<file path="src/rtl/sop_gen_mc_if.sv">
// sop_gen_mc_if: shared interleaved stream bus observed by the start-of-packet
// generator. One beat per cycle, tagged with the channel it belongs to.
//   valid : beat present on the bus
//   ready : sink accepts the beat (handshake = valid & ready)
//   last  : beat is the final beat of its packet
//   ch    : channel id of the beat
// master drives the bus (stream source plus sink ready), slave only observes it.
interface sop_gen_mc_if #(
  parameter int CH_W = 2
);
  logic            valid;
  logic            ready;
  logic            last;
  logic [CH_W-1:0] ch;

  modport master (
    output valid,
    output ready,
    output last,
    output ch
  );

  modport slave (
    input valid,
    input ready,
    input last,
    input ch
  );
endinterface

</file>
<file path="src/rtl/sop_gen_mc.sv">
// sop_gen_mc: multi-channel start-of-packet generator for an interleaved
// valid/ready stream. Tracks per-channel packet framing, flags the first beat
// of each packet, reports the beat index within the packet and truncates
// packets that reach MAX_BEATS beats.
// Ports:
//   clk, rst    : clock and synchronous active-high reset
//   bus         : shared stream bus (valid, ready, last, ch), slave view
//   flush_i     : synchronous clear of all channel framing state
//   sop_o       : current beat is the first beat of a packet (combinational)
//   eop_o       : current beat ends its packet, by last or by length limit
//   beat_idx_o  : index of the current beat within its packet (combinational)
//   in_pkt_o    : per-channel mid-packet flags (registered)
//   len_err_o   : one-cycle pulse, a packet was truncated at MAX_BEATS
//   err_ch_o    : channel of the most recent length error
module sop_gen_mc #(
  parameter int NUM_CH    = 4,
  parameter int CH_W      = (NUM_CH > 1) ? $clog2(NUM_CH) : 1,
  parameter int MAX_BEATS = 256,
  parameter int CNT_W     = (MAX_BEATS > 1) ? $clog2(MAX_BEATS) : 1
) (
  input  logic              clk,
  input  logic              rst,
  sop_gen_mc_if.slave       bus,
  input  logic              flush_i,
  output logic              sop_o,
  output logic              eop_o,
  output logic [CNT_W-1:0]  beat_idx_o,
  output logic [NUM_CH-1:0] in_pkt_o,
  output logic              len_err_o,
  output logic [CH_W-1:0]   err_ch_o
);

  logic [NUM_CH-1:0] in_pkt_q, in_pkt_d;
  logic [CNT_W-1:0]  cnt_q [NUM_CH];
  logic [CNT_W-1:0]  cnt_d [NUM_CH];
  logic              len_err_q, len_err_d;
  logic [CH_W-1:0]   err_ch_q, err_ch_d;

  logic              chValid;
  logic              curInPkt;
  logic [CNT_W-1:0]  curCnt;
  logic              beatAct;
  logic              limit;
  logic              handshake;

  // Select the addressed channel's state. Ids at or above NUM_CH match no
  // channel, which leaves chValid low and makes the beat invisible.
  always_comb begin
    chValid  = 1'b0;
    curInPkt = 1'b0;
    curCnt   = '0;
    for (int c = 0; c < NUM_CH; c++) begin
      if (bus.ch == CH_W'(c)) begin
        chValid  = 1'b1;
        curInPkt = in_pkt_q[c];
        curCnt   = cnt_q[c];
      end
    end
  end

  // Beat qualification does not need ready, so a stalled first beat keeps
  // sop_o asserted until it is finally accepted.
  always_comb begin
    beatAct    = bus.valid & chValid;
    beat_idx_o = (chValid & curInPkt) ? curCnt : '0;
    limit      = (beat_idx_o == CNT_W'(MAX_BEATS - 1));
    sop_o      = beatAct & ~curInPkt;
    eop_o      = beatAct & (bus.last | limit);
    handshake  = beatAct & bus.ready;
  end

  // Next-state: flush overrides any accepted beat, and only the addressed
  // channel moves. A non-last beat at the limit closes the packet and errors.
  always_comb begin
    in_pkt_d  = in_pkt_q;
    cnt_d     = cnt_q;
    len_err_d = 1'b0;
    err_ch_d  = err_ch_q;
    if (flush_i) begin
      in_pkt_d = '0;
      for (int c = 0; c < NUM_CH; c++) cnt_d[c] = '0;
    end else if (handshake) begin
      for (int c = 0; c < NUM_CH; c++) begin
        if (bus.ch == CH_W'(c)) begin
          if (bus.last || limit) begin
            in_pkt_d[c] = 1'b0;
            cnt_d[c]    = '0;
          end else begin
            in_pkt_d[c] = 1'b1;
            cnt_d[c]    = beat_idx_o + 1'b1;
          end
        end
      end
      if (!bus.last && limit) begin
        len_err_d = 1'b1;
        err_ch_d  = bus.ch;
      end
    end
  end

  always_ff @(posedge clk) begin
    if (rst) begin
      in_pkt_q  <= '0;
      for (int c = 0; c < NUM_CH; c++) cnt_q[c] <= '0;
      len_err_q <= 1'b0;
      err_ch_q  <= '0;
    end else begin
      in_pkt_q  <= in_pkt_d;
      for (int c = 0; c < NUM_CH; c++) cnt_q[c] <= cnt_d[c];
      len_err_q <= len_err_d;
      err_ch_q  <= err_ch_d;
    end
  end

  assign in_pkt_o  = in_pkt_q;
  assign len_err_o = len_err_q;
  assign err_ch_o  = err_ch_q;

endmodule

</file>
<file path="src/flat_wrapper.sv">
// flat-port wrapper written by rule: the top's interface ports become plain ports
module sop_gen_mc_flat 
#(
  parameter int NUM_CH    = 4,
  parameter int CH_W      = (NUM_CH > 1) ? $clog2(NUM_CH) : 1,
  parameter int MAX_BEATS = 256,
  parameter int CNT_W     = (MAX_BEATS > 1) ? $clog2(MAX_BEATS) : 1
)
  (clk, rst, flush_i, sop_o, eop_o, beat_idx_o, in_pkt_o, len_err_o, err_ch_o, bus_valid, bus_ready, bus_last, bus_ch);
  sop_gen_mc_if #(.CH_W(CH_W)) bus_i ();
  input  logic clk;
  input  logic rst;
  input  logic flush_i;
  output logic sop_o;
  output logic eop_o;
  output logic [CNT_W-1:0] beat_idx_o;
  output logic [NUM_CH-1:0] in_pkt_o;
  output logic len_err_o;
  output logic [CH_W-1:0] err_ch_o;
  input wire logic [$bits(bus_i.valid)-1:0] bus_valid;
  input wire logic [$bits(bus_i.ready)-1:0] bus_ready;
  input wire logic [$bits(bus_i.last)-1:0] bus_last;
  input wire logic [$bits(bus_i.ch)-1:0] bus_ch;
  assign bus_i.valid = bus_valid;
  assign bus_i.ready = bus_ready;
  assign bus_i.last = bus_last;
  assign bus_i.ch = bus_ch;
  sop_gen_mc #(.NUM_CH(NUM_CH), .CH_W(CH_W), .MAX_BEATS(MAX_BEATS), .CNT_W(CNT_W)) u_core (.clk(clk), .rst(rst), .bus(bus_i), .flush_i(flush_i), .sop_o(sop_o), .eop_o(eop_o), .beat_idx_o(beat_idx_o), .in_pkt_o(in_pkt_o), .len_err_o(len_err_o), .err_ch_o(err_ch_o));
endmodule
</file>
<file path="config.mk">
export PLATFORM = sky130hd
export DESIGN_NAME = sop_gen_mc_flat
export DESIGN_NICKNAME = d
export VERILOG_FILES = /design/src/rtl/sop_gen_mc_if.sv /design/src/rtl/sop_gen_mc.sv /design/src/flat_wrapper.sv
export SDC_FILE = /design/constraint.sdc
export NUM_CORES = 1
export LEC_CHECK = 0
export BUFFER_PORTS_ARGS = -buffer_cell sky130_fd_sc_hd__buf_2
export CAP_MARGIN = 0
export CORE_MARGIN = 1
export CORE_UTILIZATION = 55
export DETAILED_ROUTE_END_ITERATION = 8
export HOLD_SLACK_MARGIN = 0.05
export PLACE_DENSITY = 0.76
export SETUP_SLACK_MARGIN = 0.2
export SYNTH_ARGS = -nofsm -noshare
export SYNTH_HDL_FRONTEND = slang
export SYNTH_SLANG_ARGS = --single-unit
export TNS_END_PERCENT = 20
</file>
<file path="constraint.sdc">
create_clock -name clk -period 4.5 [get_ports clk]
set_input_delay 0.9 -clock clk [delete_from_list [all_inputs] [get_ports clk]]
set_output_delay 0.9 -clock clk [all_outputs]
set_load 0.05 [all_outputs]
</file>
==> results.txt, run 1 <==
The run finished with clean final reports. The critical path data arrival time is 3.12 ns, and the routed via count divided by cell count is 6.06. Transition at the pin with the smallest max-transition slack: 0.608 ns. The tool flagged a number of max-cap violations equal to 0. The number of buffer cells added on primary ports works out to 24. The type of the most critical hold path is reg -> reg. In the layout the commonest cells are dfxtp_1 (39), nand2_1 (26), buf_2 (24), nand3_1 (20), a21oi_1 (16). The logs give 5 for the total clock buffers created by CTS and 0.593 for the relative slew slack. Setup total negative slack on the finished layout was measured at 0 ns. At the later pin of the worst-skew pair, clock insertion delay measures 0.34 ns. Along the worst hold path, the cell count comes to 2. The detailed-placement wirelength estimate is 3.18 mm, and the I/O pin total is 25.

Leaving out fill and tap cells, the most frequent cell in the layout is dfxtp_1. The tools report the launching point of the worst reg2reg path as u_core.in_pkt_o[0]. The logs give 0.342 for the portion of total power attributed to the clock network and 0 for the number of hold buffers added after cts. The area of all placed cells without fillers came out at 0.00217 mm2. Summing internal, switching and leakage power gives 0.593 mW.

Core area: 0.00339 mm2. The number of global-route vias before repair is 1562. Relative to the synthesized area, the layout overhead comes to 8.93%. The run gives 0 as the number of hold violations in the final report. After global routing the overflow that remains totals 0.

Entering global routing, the biggest net connects 25 pins. The fraction of power consumed by combinational cells is 0.075. Summing all placed instances gives a cell area of 0.00210 mm2.

The die is 62.1 um tall. TritonCTS built the clock tree. The first detailed-routing pass ran for 5 iterations.

The number of clock sinks seen by CTS is 39, and the worst-path maximum fanout is 11. Synthesis handed over a netlist of 220 instances. The data required time of the critical path came out at 3.60 ns.

Dividing the detail-routed wire length by the instance count gives 16.3 um. In the final design database the tool counted 246 nets. The tools report the starting density of the core as 0.587. Post-CTS repair changed the size of 0 cells. The tools report the initial detailed-routing violation count as 141. The critical path starts at bus_ch[0]. The sequential cell fraction of total power was 0.584; the design internal power was 0.450 mW. The synthesized netlist occupies a cell area of 0.00199 mm2.

The run gives 0.860 as the final weighted congestion in routability-driven placement. The run gives 0 as the initial antenna violation count. The startpoint type of the worst setup path is an input pin. The worst setup path is captured at an output port. Post-CTS timing repair inserted 0 buffers for setup. The number of antenna cells inserted is 0.

The tools report the worst min-delay path startpoint as u_core.cnt_q[10]. CTS placed an instance of clkbuf_4 at the clock tree root. Setup repair after global routing left no endpoint under its margin. Count of synthesis-stage warnings from yosys: 0. The post-detailed-routing wire length is 4.64 mm, and the number of synthesized register bits is 39. For the number of pins exceeding their max-slew limit in the final report, the log shows 0.

Depth of the most critical reg-to-reg path: 8. Derived from the worst setup path, the maximum achievable clock frequency is 0.248 GHz. The H-tree generated during clock tree synthesis spans 2 levels. The worst setup path is of the in -> out kind. The share of the cycle needed by the critical path after routing works out to 0.894.

The routed design could run at a clock period as short as 4.02 ns. For flop-to-flop paths, the worst setup slack is 2.07 ns. The count of different cell masters after synthesis was 38.

The die is 62.1 um wide. For the maximum count of clock buffers along a single path, the log shows 2. The analysis attributes to net switching a power of 0.142 mW.

The number of nets in the synthesized netlist is 229. The share of total power consumed by net switching is 0.240, and the power per cell area is 273 mW/mm2. Setup violations remaining at the end of the flow were counted as 0. The standby leakage power was 0.834 nW; the wire length of the first global-routing pass was 7.68 mm. Once detail routing completed, the nets flagged for antenna violations numbered 0. The tools report the worst clock skew as 0.00988 ns. The number of vias in the routed layout is 1722. The die covers 0.00386 mm2.

The run gives 0.392 as the part of the Yosys area used for sequential elements. After clock tree synthesis, the clock-pin slew on the worst setup and hold paths is 0.11 ns. The worst hold path terminates at u_core.cnt_q[10]. Across the VDD grid, the largest voltage drop is 196 uV. The all-layer global routing usage was 0.254; the total number of placement rows was 21. The endpoint identified for the worst register-to-register timing path is u_core.cnt_q[26].

The fraction of layout instances using a drive strength above 1 came out at 0.227. The mean instance size in the synthesized netlist was 9.04 um2. The run gives 0 as the number of DRC violations after detailed routing.
-- worst max path at each step --
stage	depth (start not counted)	slack, ns	to
detailed placement	8	0.49	eop_o
floorplan	9	0.22	eop_o
global route	8	0.37	eop_o
CTS	8	0.47	eop_o
finish	8	0.48	eop_o
global placement	8	0.56	eop_o
-- flip-flops by register name, indices dropped and copies added (netlist names) --
name / flops
u_core.len_err_o: 1
u_core.in_pkt_o: 4
u_core.cnt_q: 32
u_core.err_ch_o: 2
-- power groups by stage --
stage | registers (mW) | clock network [mW] | logic [mW]
floorplan | 0.355 | 0 | 0.0302
global placement | 0.354 | 0 | 0.0432
detailed placement | 0.354 | 0 | 0.0436
CTS | 0.346 | 0.203 | 0.0437
global route | 0.346 | 0.222 | 0.0467
finish | 0.346 | 0.203 | 0.0442
-- per-stage QoR --
stage                     instances  hold slack, ns  utilization  setup slack, ns
after floorplan                 220           0.433            -            0.217
after global placement          276           0.441        0.619            0.558
after detailed placement        276           0.448        0.619            0.488
after CTS                       284           0.462        0.639            0.470
after global routing            284           0.486        0.639            0.366
final                           284           0.463        0.639            0.476
-- logic make-up (layout without fill, tap and decap cells) --
family                   after synthesis  in the layout  share of synthesized area
flip-flops                            39             39                      0.392
XOR/XNOR                               5              5                     0.0220
AND/OR/NAND/NOR                      108            108                      0.287
multiplexers                          11             11                      0.112
AO/OA/AOI/OAI                         36             36                      0.127
adder cells (fa/ha/maj)                1              1                    0.00629
buffers and inverters                 20             38                     0.0535
-- routing by layer --
layer  track usage  vias to the layer above  routed length [um]
met2         0.400                       56                2170
met5             0                        -                   0
li1              -                      831                   -
met3        0.0588                        7                 264
met1         0.342                      828                2150
met4        0.0872                        0                  56
-- cell usage after synthesis, drive strengths merged --
cell type  count  area, um2
mux2i          2       20.0
xor2           3       26.3
mux4           9        203
or3            6       37.5
buf            8       61.3
and3           5       31.3
or2            1       6.26
a21oi         16       80.1
dfxtp         39        781
a32o           4       40.0
a311o          1       10.0
nand3         20        100
nand3b         6       45.0
nand2b         3       26.3
and2b          1       7.51
o31ai          4       30.0
inv            2       7.50
nor2          14       52.6
o21ai          4       20.0
nor2b          1       6.26
xnor2          2       17.5
a22oi          4       30.0
nor3           7       35.0
ha             1       12.5
nand4          6       37.5
nand2         27        104
and2           9       58.8
and4           2       22.5
clkbuf        10       37.5
o211ai         1       12.5
a31oi          1       21.3
a31o           1       8.76
-- critical path, stage by stage --
cell and delay, ns:
buf_2 0.21, mux4_2 0.68, and2_1 0.25, ha_1 0.28, and3_1 0.22, a31oi_4 0.20
and2b_1 0.19, buf_2 0.20
-- cell type report --
class,instances,area (um2)
Fill cell,287,1220
Multi-Input combinational cell,161,1100
Tap cell,46,57.6
Timing Repair Buffer,28,150
Inverter,2,7.51
Clock buffer,8,68.8
Sequential cell,39,781
Note: power is estimated with default switching activity, not from simulation.
==> run 2: changes to the inputs <==
HOLD_SLACK_MARGIN = 0.06   (was 0.05)
RECOVER_POWER = 100   (was default)
==> results.txt, run 2 (synthesis gave the netlist of run 1 again) <==
Detail-routed net length per standard cell: 16.3 um (-0.43%). Routed via count divided by cell count: 6.04 (-0.41%). The share of the cycle needed by the critical path after routing is 0.911 (+0.0163), and the achievable clock frequency is 0.244 GHz (-1.8%). The transition at the pin with the smallest max-transition slack was 0.743 ns (+0.135 ns); the number of H-tree levels was 2 (unchanged). The sequential cell fraction of total power is 0.586 (+0.002).

The number of hold buffers added after cts was 0 (unchanged); the post-detailed-routing wire length was 4.62 mm (-0.43%). The total setup buffers inserted after CTS was 0 (unchanged). The number of cells on the worst hold path was 2 (unchanged). The tools report the kind of end point of the critical path as an output port. The end point of the most critical hold path was u_core.cnt_q[10]. The power per cell area is 279 mW/mm2 (+2.1%), and the number of nets in the layout is 246 (unchanged). The logs give 3.18 mm (unchanged) for the detailed-placement wirelength estimate and 0.141 mW (-0.95%) for the switching power. The run gives 0.0106 ns (+0.000685 ns) as the worst clock skew. The depth of the most critical reg-to-reg path was 8 (unchanged); the I/O pin total was 25 (unchanged).

The tools report the smallest setup slack after layout as 0.402 ns (-0.0733 ns). The logs give 0 (unchanged) for the number of pins exceeding their max-slew limit in the final report and 0 (unchanged) for the number of DRC violations after detailed routing. The final core utilization is 0.623 (-0.0159).

The flow ran to the end, and the final reports show no timing, DRC or antenna violations. The worst hold path belongs to the class reg -> reg. The number of buffer cells added on primary ports is 24 (unchanged).

For the data required time of the critical path, the log shows 3.60 ns (about the same). The number of placed instances, taps included came out at 276 (unchanged). The standby leakage power was 0.741 nW (-11%). The total number of placement rows is 21 (unchanged), and the number of antenna cells inserted is 0 (unchanged). The tools report the design internal power as 0.449 mW (-0.30%).

The worst-path maximum fanout was 11 (unchanged). The final weighted congestion in routability-driven placement was 0.860 (unchanged); the number of instances resized during post-cts repair was 0 (unchanged). The run gives 0 (unchanged) as the count of antenna-violating nets left after detailed routing. The register with the most flip-flops in the final layout is u_core.cnt_q.

The all-layer global routing usage is 0.254 (unchanged). The logs give 3.20 ns (+0.08 ns) for the critical path data arrival time and 0.34 ns (about the same) for the source-to-sink clock delay at the later pin of the worst-skew pair. The number of hold violations in the final report was 0 (unchanged); the share of total power consumed by net switching was 0.239 (-0.00118). The worst setup path is of the in -> out kind. The endpoint of the worst-slack reg-to-reg timing path is u_core.cnt_q[25].

The number of global-route vias before repair came out at 1562 (unchanged). Tracing the worst setup path back leads to its startpoint at bus_ch[0]. The run gives 0 ns (unchanged) as the summed negative setup slack over all endpoints. The wire length of the first global-routing pass was 7.68 mm (unchanged).

The number of violations of the max-capacitance limit was 0 (unchanged); the number of cells in the finished layout apart from fillers was 284 (unchanged). The total congestion overflow after global routing is 0 (unchanged). The tools report the clock root buffer master as clkbuf_4.

The flip-flop count of the largest register, all copies and words added was 32 (unchanged). The starting density of the core is 0.587 (unchanged), and the total clock buffers created by CTS is 5 (unchanged). The worst ir drop on vdd came out at 195 uV (-0.44%).

In the layout the commonest cells are dfxtp_1 (39), nand2_1 (26), nand3_1 (20), clkbuf_1 (18), a21oi_1 (16). For the first-pass iteration count of the detailed router, the log shows 4 (-1). The overall die width is 62.1 um (unchanged).

The run gives 39 (unchanged) as the number of clock sinks seen by CTS. The clock transition time at the flip-flop clock pins of the worst setup and hold paths came out at 0.11 ns (about the same). The tools report the maximum count of clock buffers along a single path as 2 (unchanged).

The library cell used most frequently in the layout, excluding fill and tap cells, is dfxtp_1. The die outline area is 0.00386 mm2 (unchanged), and the number of vias in the routed layout is 1715 (-0.41%). The number of setup violations in the final report is 0 (unchanged). The tools report the relative slew slack as 0.505 (-0.0887). TritonCTS built the clock tree. The placement-stage worst setup slack was 0.488 ns (unchanged). For the initial detailed-routing violation count, the log shows 131 (-7.1%).

The tools report the filler cell count in the final layout as 300 (+4.5%). The tools report the core area as 0.00339 mm2 (unchanged). The tools report the worst min-delay path startpoint as u_core.cnt_q[10]. Setup repair after global routing left no endpoint under its margin.

The fraction of layout instances using a drive strength above 1 works out to 0.143 (-0.0840). The startpoint type of the worst setup path was an input pin. The tools report the launching point of the worst reg2reg path as u_core.in_pkt_o[0]. Fraction of power consumed by combinational cells: 0.071 (-0.004). The largest net degree at the start of global routing was 25 (unchanged); the height of the chip was 62.1 um (unchanged).

The clock period minus final worst setup slack was 4.10 ns (+0.0733 ns); the worst-case register-to-register setup slack was 1.67 ns (-0.40 ns). Relative to the synthesized area, the layout overhead comes to 6.23%. The run gives 0.461 ns (-0.00137 ns) as the worst hold slack after final layout. For the portion of total power attributed to the clock network, the log shows 0.342 (about the same). The initial antenna violation count was 0 (unchanged).
## run 2: cell count changes in the layout (fill, tap and decap cells not counted), moves of 2 or more
cell      change
o21ai_1       -3
and2_1        -2
buf_2        -16
and2_0        +2
clkbuf_1     +17
buf_4         -2
o21ai_0       +3
## run 2: worst max path at each step
| stage | end | slack [ns] |
|---|---|---|
| after floorplan | eop_o | 0.22 |
| after global placement | eop_o | 0.56 |
| after detailed placement | eop_o | 0.49 |
| after CTS | eop_o | 0.47 |
| after global routing | eop_o | 0.26 |
| final | eop_o | 0.40 |
## run 2: cell type report
type | count | area (um2) | share of cell area
Clock buffer | 8 | 68.8 | 0.0326
Inverter | 2 | 7.51 | 0.00355
Sequential cell | 39 | 781 | 0.369
Tap cell | 46 | 57.6 | 0.0272
Timing Repair Buffer | 28 | 124 | 0.0586
Multi-Input combinational cell | 161 | 1070 | 0.509
## run 2: worst max-delay path, cell delays in order
cell      delay (ns)
buf_2           0.20
mux4_2          0.68
and2_0          0.27
ha_1            0.30
and3_1          0.20
a31oi_1         0.22
and2b_1         0.20
clkbuf_2        0.23
## run 2: stage by stage
step           instance area, um2  total power, mW
6_report                     2110            0.590
4_1_cts                      2170            0.593
3_3_place_gp                 2100            0.397
5_1_grt                      2110            0.613
3_5_place_dp                 2100            0.397
2_1_floorplan                1990            0.385
## run 2: routing by layer
layer  part of all wire  global-route usage
met4              0.011              0.0872
met2               0.47               0.400
met5                  0                   0
met3              0.073              0.0588
met1               0.44               0.342
## run 2: power by group through the flow
stage | Combinational [mW] | Clock, mW | Sequential [mW]
after floorplan | 0.0302 | 0 | 0.355
after global placement | 0.0432 | 0 | 0.354
after detailed placement | 0.0436 | 0 | 0.354
after CTS | 0.0437 | 0.203 | 0.346
after global routing | 0.0451 | 0.222 | 0.346
final | 0.0422 | 0.202 | 0.346
==> run 3: changes to the inputs <==
REMOVE_ABC_BUFFERS = 1   (was default)
==> results.txt, run 3 (synthesis gave the netlist of run 1 again) <==
The run finished with clean final reports. For the filler cell count in the final layout, the log shows 315 (+5.0%). Setup repair after global routing left no endpoint under its margin.

Relative slew slack: 0.542 (+0.0377). The count of antenna-violating nets left after detailed routing is 0 (unchanged). The run gives 1602 (+2.6%) as the number of global-route vias before repair.

The number of violations of the max-capacitance limit was 0 (unchanged); the initial antenna violation count was 0 (unchanged). The achievable clock frequency is 0.239 GHz (-2.2%). The logs give 0 (unchanged) for the number of hold buffers added after cts and 0.465 ns (+0.00338 ns) for the worst hold slack after final layout.

The final weighted congestion in routability-driven placement was 0.810 (-5.8%); the power per cell area was 298 mW/mm2 (+6.8%). The run gives 25 (unchanged) as the largest net degree at the start of global routing. The tools report the I/O pin total as 25 (unchanged). The slowest stage of the critical path belongs to the cell mux4_2. The run gives 0.747 nW (+0.87%) as the standby leakage power. The total congestion overflow after global routing is 0 (unchanged), and the core area is 0.00339 mm2 (unchanged). Leaving out fill and tap cells, the most frequent cell in the layout is dfxtp_1. The tools report the number of pins exceeding their max-slew limit in the final report as 0 (unchanged). The tools report the kind of end point of the critical path as an output port. The area of all placed cells without fillers is 0.00213 mm2 (+0.77%). The logs give 3.60 ns (about the same) for the data required time of the critical path and 0.00107 mm2 (unchanged) for the area used by multi-input combinational logic. The clock period minus final worst setup slack was 4.19 ns (+0.0937 ns). In the layout the commonest cells are dfxtp_1 (39), nand2_1 (26), nand3_1 (20), clkbuf_1 (18), a21oi_1 (16). The tools report the number of DRC violations after detailed routing as 0 (unchanged). The flip-flop count of the largest register, all copies and words added was 32 (unchanged).

The total power is 0.635 mW (+7.6%). The tools report the worst clock skew as 0.0184 ns (+0.00785 ns). The overall die width is 62.1 um (unchanged), and the height of the chip is 62.1 um (unchanged).

The run gives 39 (unchanged) as the number of clock sinks seen by CTS. The clock root buffer master is clkbuf_4. The run gives 4.62 mm (about the same) as the post-detailed-routing wire length. The maximum count of clock buffers along a single path was 2 (unchanged); the initial detailed-routing violation count was 106 (-19%).

The run gives 0 (unchanged) as the number of setup violations in the final report. The fraction of layout instances using a drive strength above 1 was 0.143 (unchanged). Category of the most critical setup path: in -> out. The die outline area was 0.00386 mm2 (unchanged); the clock transition time at the flip-flop clock pins of the worst setup and hold paths was 0.10 ns (about the same). The source-to-sink clock delay at the later pin of the worst-skew pair is 0.36 ns (+0.02 ns). The worst-path maximum fanout was 11 (unchanged); the share of the cycle needed by the critical path after routing was 0.931 (+0.0208).

The worst-case register-to-register setup slack came out at 1.58 ns (-0.09 ns). The number of hold violations in the final report came out at 0 (unchanged). The total setup buffers inserted after CTS is 0 (unchanged). TritonCTS built the clock tree. Transition at the pin with the smallest max-transition slack: 0.686 ns (-0.0565 ns).

The worst setup path is launched from an input pin. The count of buffering cells on the critical path with inverters included came out at 2 (unchanged). The total number of placement rows is 21 (unchanged). The run gives 5 (+1) as the first-pass iteration count of the detailed router. The largest register by flop count was u_core.cnt_q. Detail-routed net length per standard cell: 16.3 um (about the same). The number of antenna cells inserted was 0 (unchanged).

Walking the worst path, the cells encountered are buf_2, mux4_2, and2_0, ha_1, and3_1, a31oi_1, and2b_1, clkbuf_1. The number of vias in the routed layout is 1717 (+0.12%), and the wire length of the first global-routing pass is 7.56 mm (-1.6%). The total clock buffers created by CTS came out at 5 (unchanged). The largest stage delay on the critical path is 0.66 ns (-0.02 ns), and the number of H-tree levels is 2 (unchanged). The number of instances resized during post-cts repair came out at 0 (unchanged).

Type of the most critical hold path: reg -> reg. The run gives 0.251 (-0.00256) as the all-layer global routing usage. The critical path data arrival time was 3.29 ns (+0.09 ns).

Final core utilization: 0.628 (+0.00480). The kind of cell with the highest combined delay on the critical path is simple AND/OR/NAND/NOR gates. The detailed-placement wirelength estimate came out at 3.32 mm (+4.3%). For the register cell area after layout, the log shows 781 um2 (unchanged). Number of buffer cells added on primary ports: 24 (unchanged). The run gives 246 (unchanged) as the number of nets in the layout. For the worst ir drop on vdd, the log shows 322 uV (+65%). The starting density of the core came out at 0.587 (unchanged). The routed via count divided by cell count is 6.05 (+0.12%). The placement-stage cell area is 0.00210 mm2 (unchanged), and the summed negative setup slack over all endpoints is 0 ns (unchanged). The area growth from synthesis to layout is 7.04%.
run 3: cell types whose count changed in the layout (fill, tap and decap cells not counted):
cell       delta
bufinv_16     +1
clkbuf_8      -1
clkbuf_2      -1
clkinv_2      +1
run 3: final timing paths:
| check | cells past startpoint | startpoint | endpoint |
|---|---|---|---|
| worst min-delay path | 2 | u_core.cnt_q[2] | u_core.cnt_q[2] |
| worst min register to register | 2 | u_core.cnt_q[2] | u_core.cnt_q[2] |
| worst max register to register | 8 | u_core.in_pkt_o[0] | u_core.cnt_q[25] |
| worst max-delay path | 8 | bus_ch[0] | eop_o |
run 3: power by group:
part / switching [mW] / internal (mW)
logic: 0.0308 / 0.0110
registers: 0.000385 / 0.346
clock network: 0.116 / 0.131
run 3: layout make-up:
type	instances	share of cell area
clock inverter	2	0.0165
multi-input combinational	161	0.505
tap	46	0.0270
timing repair buffer	28	0.0576
sequential	39	0.367
clock buffer	6	0.0241
inverter	2	0.00353
run 3: layer usage:
layer  share of wire  routed length, um  vias to the layer above  track usage
li1                -                  -                      830            -
met1            0.43               1990                      822        0.321
met2            0.48               2240                       56        0.420
met3           0.069                318                        9       0.0478
met4           0.016                 72                        0       0.0930
met5               0                  0                        -            0
run 3: worst register-to-register path, delay by kind of cell, from the launching register on:
family | cells | cell delay, ns
adder cells (fa/ha/maj) | 1 | 0.29
AND/OR/NAND/NOR | 3 | 0.62
flip-flops | 1 | 0.35
multiplexers | 1 | 0.59
buffers and inverters | 1 | 0.56
AO/OA/AOI/OAI | 2 | 0.43
run 3: through the flow:
| stage | worst slack (ns) | instances |
|---|---|---|
| 2_1_floorplan | 0.473 | 202 |
| 6_report | 0.309 | 284 |
| 4_1_cts | 0.524 | 284 |
| 5_1_grt | 0.240 | 284 |
| 3_5_place_dp | 0.529 | 276 |
| 3_3_place_gp | 0.582 | 276 |
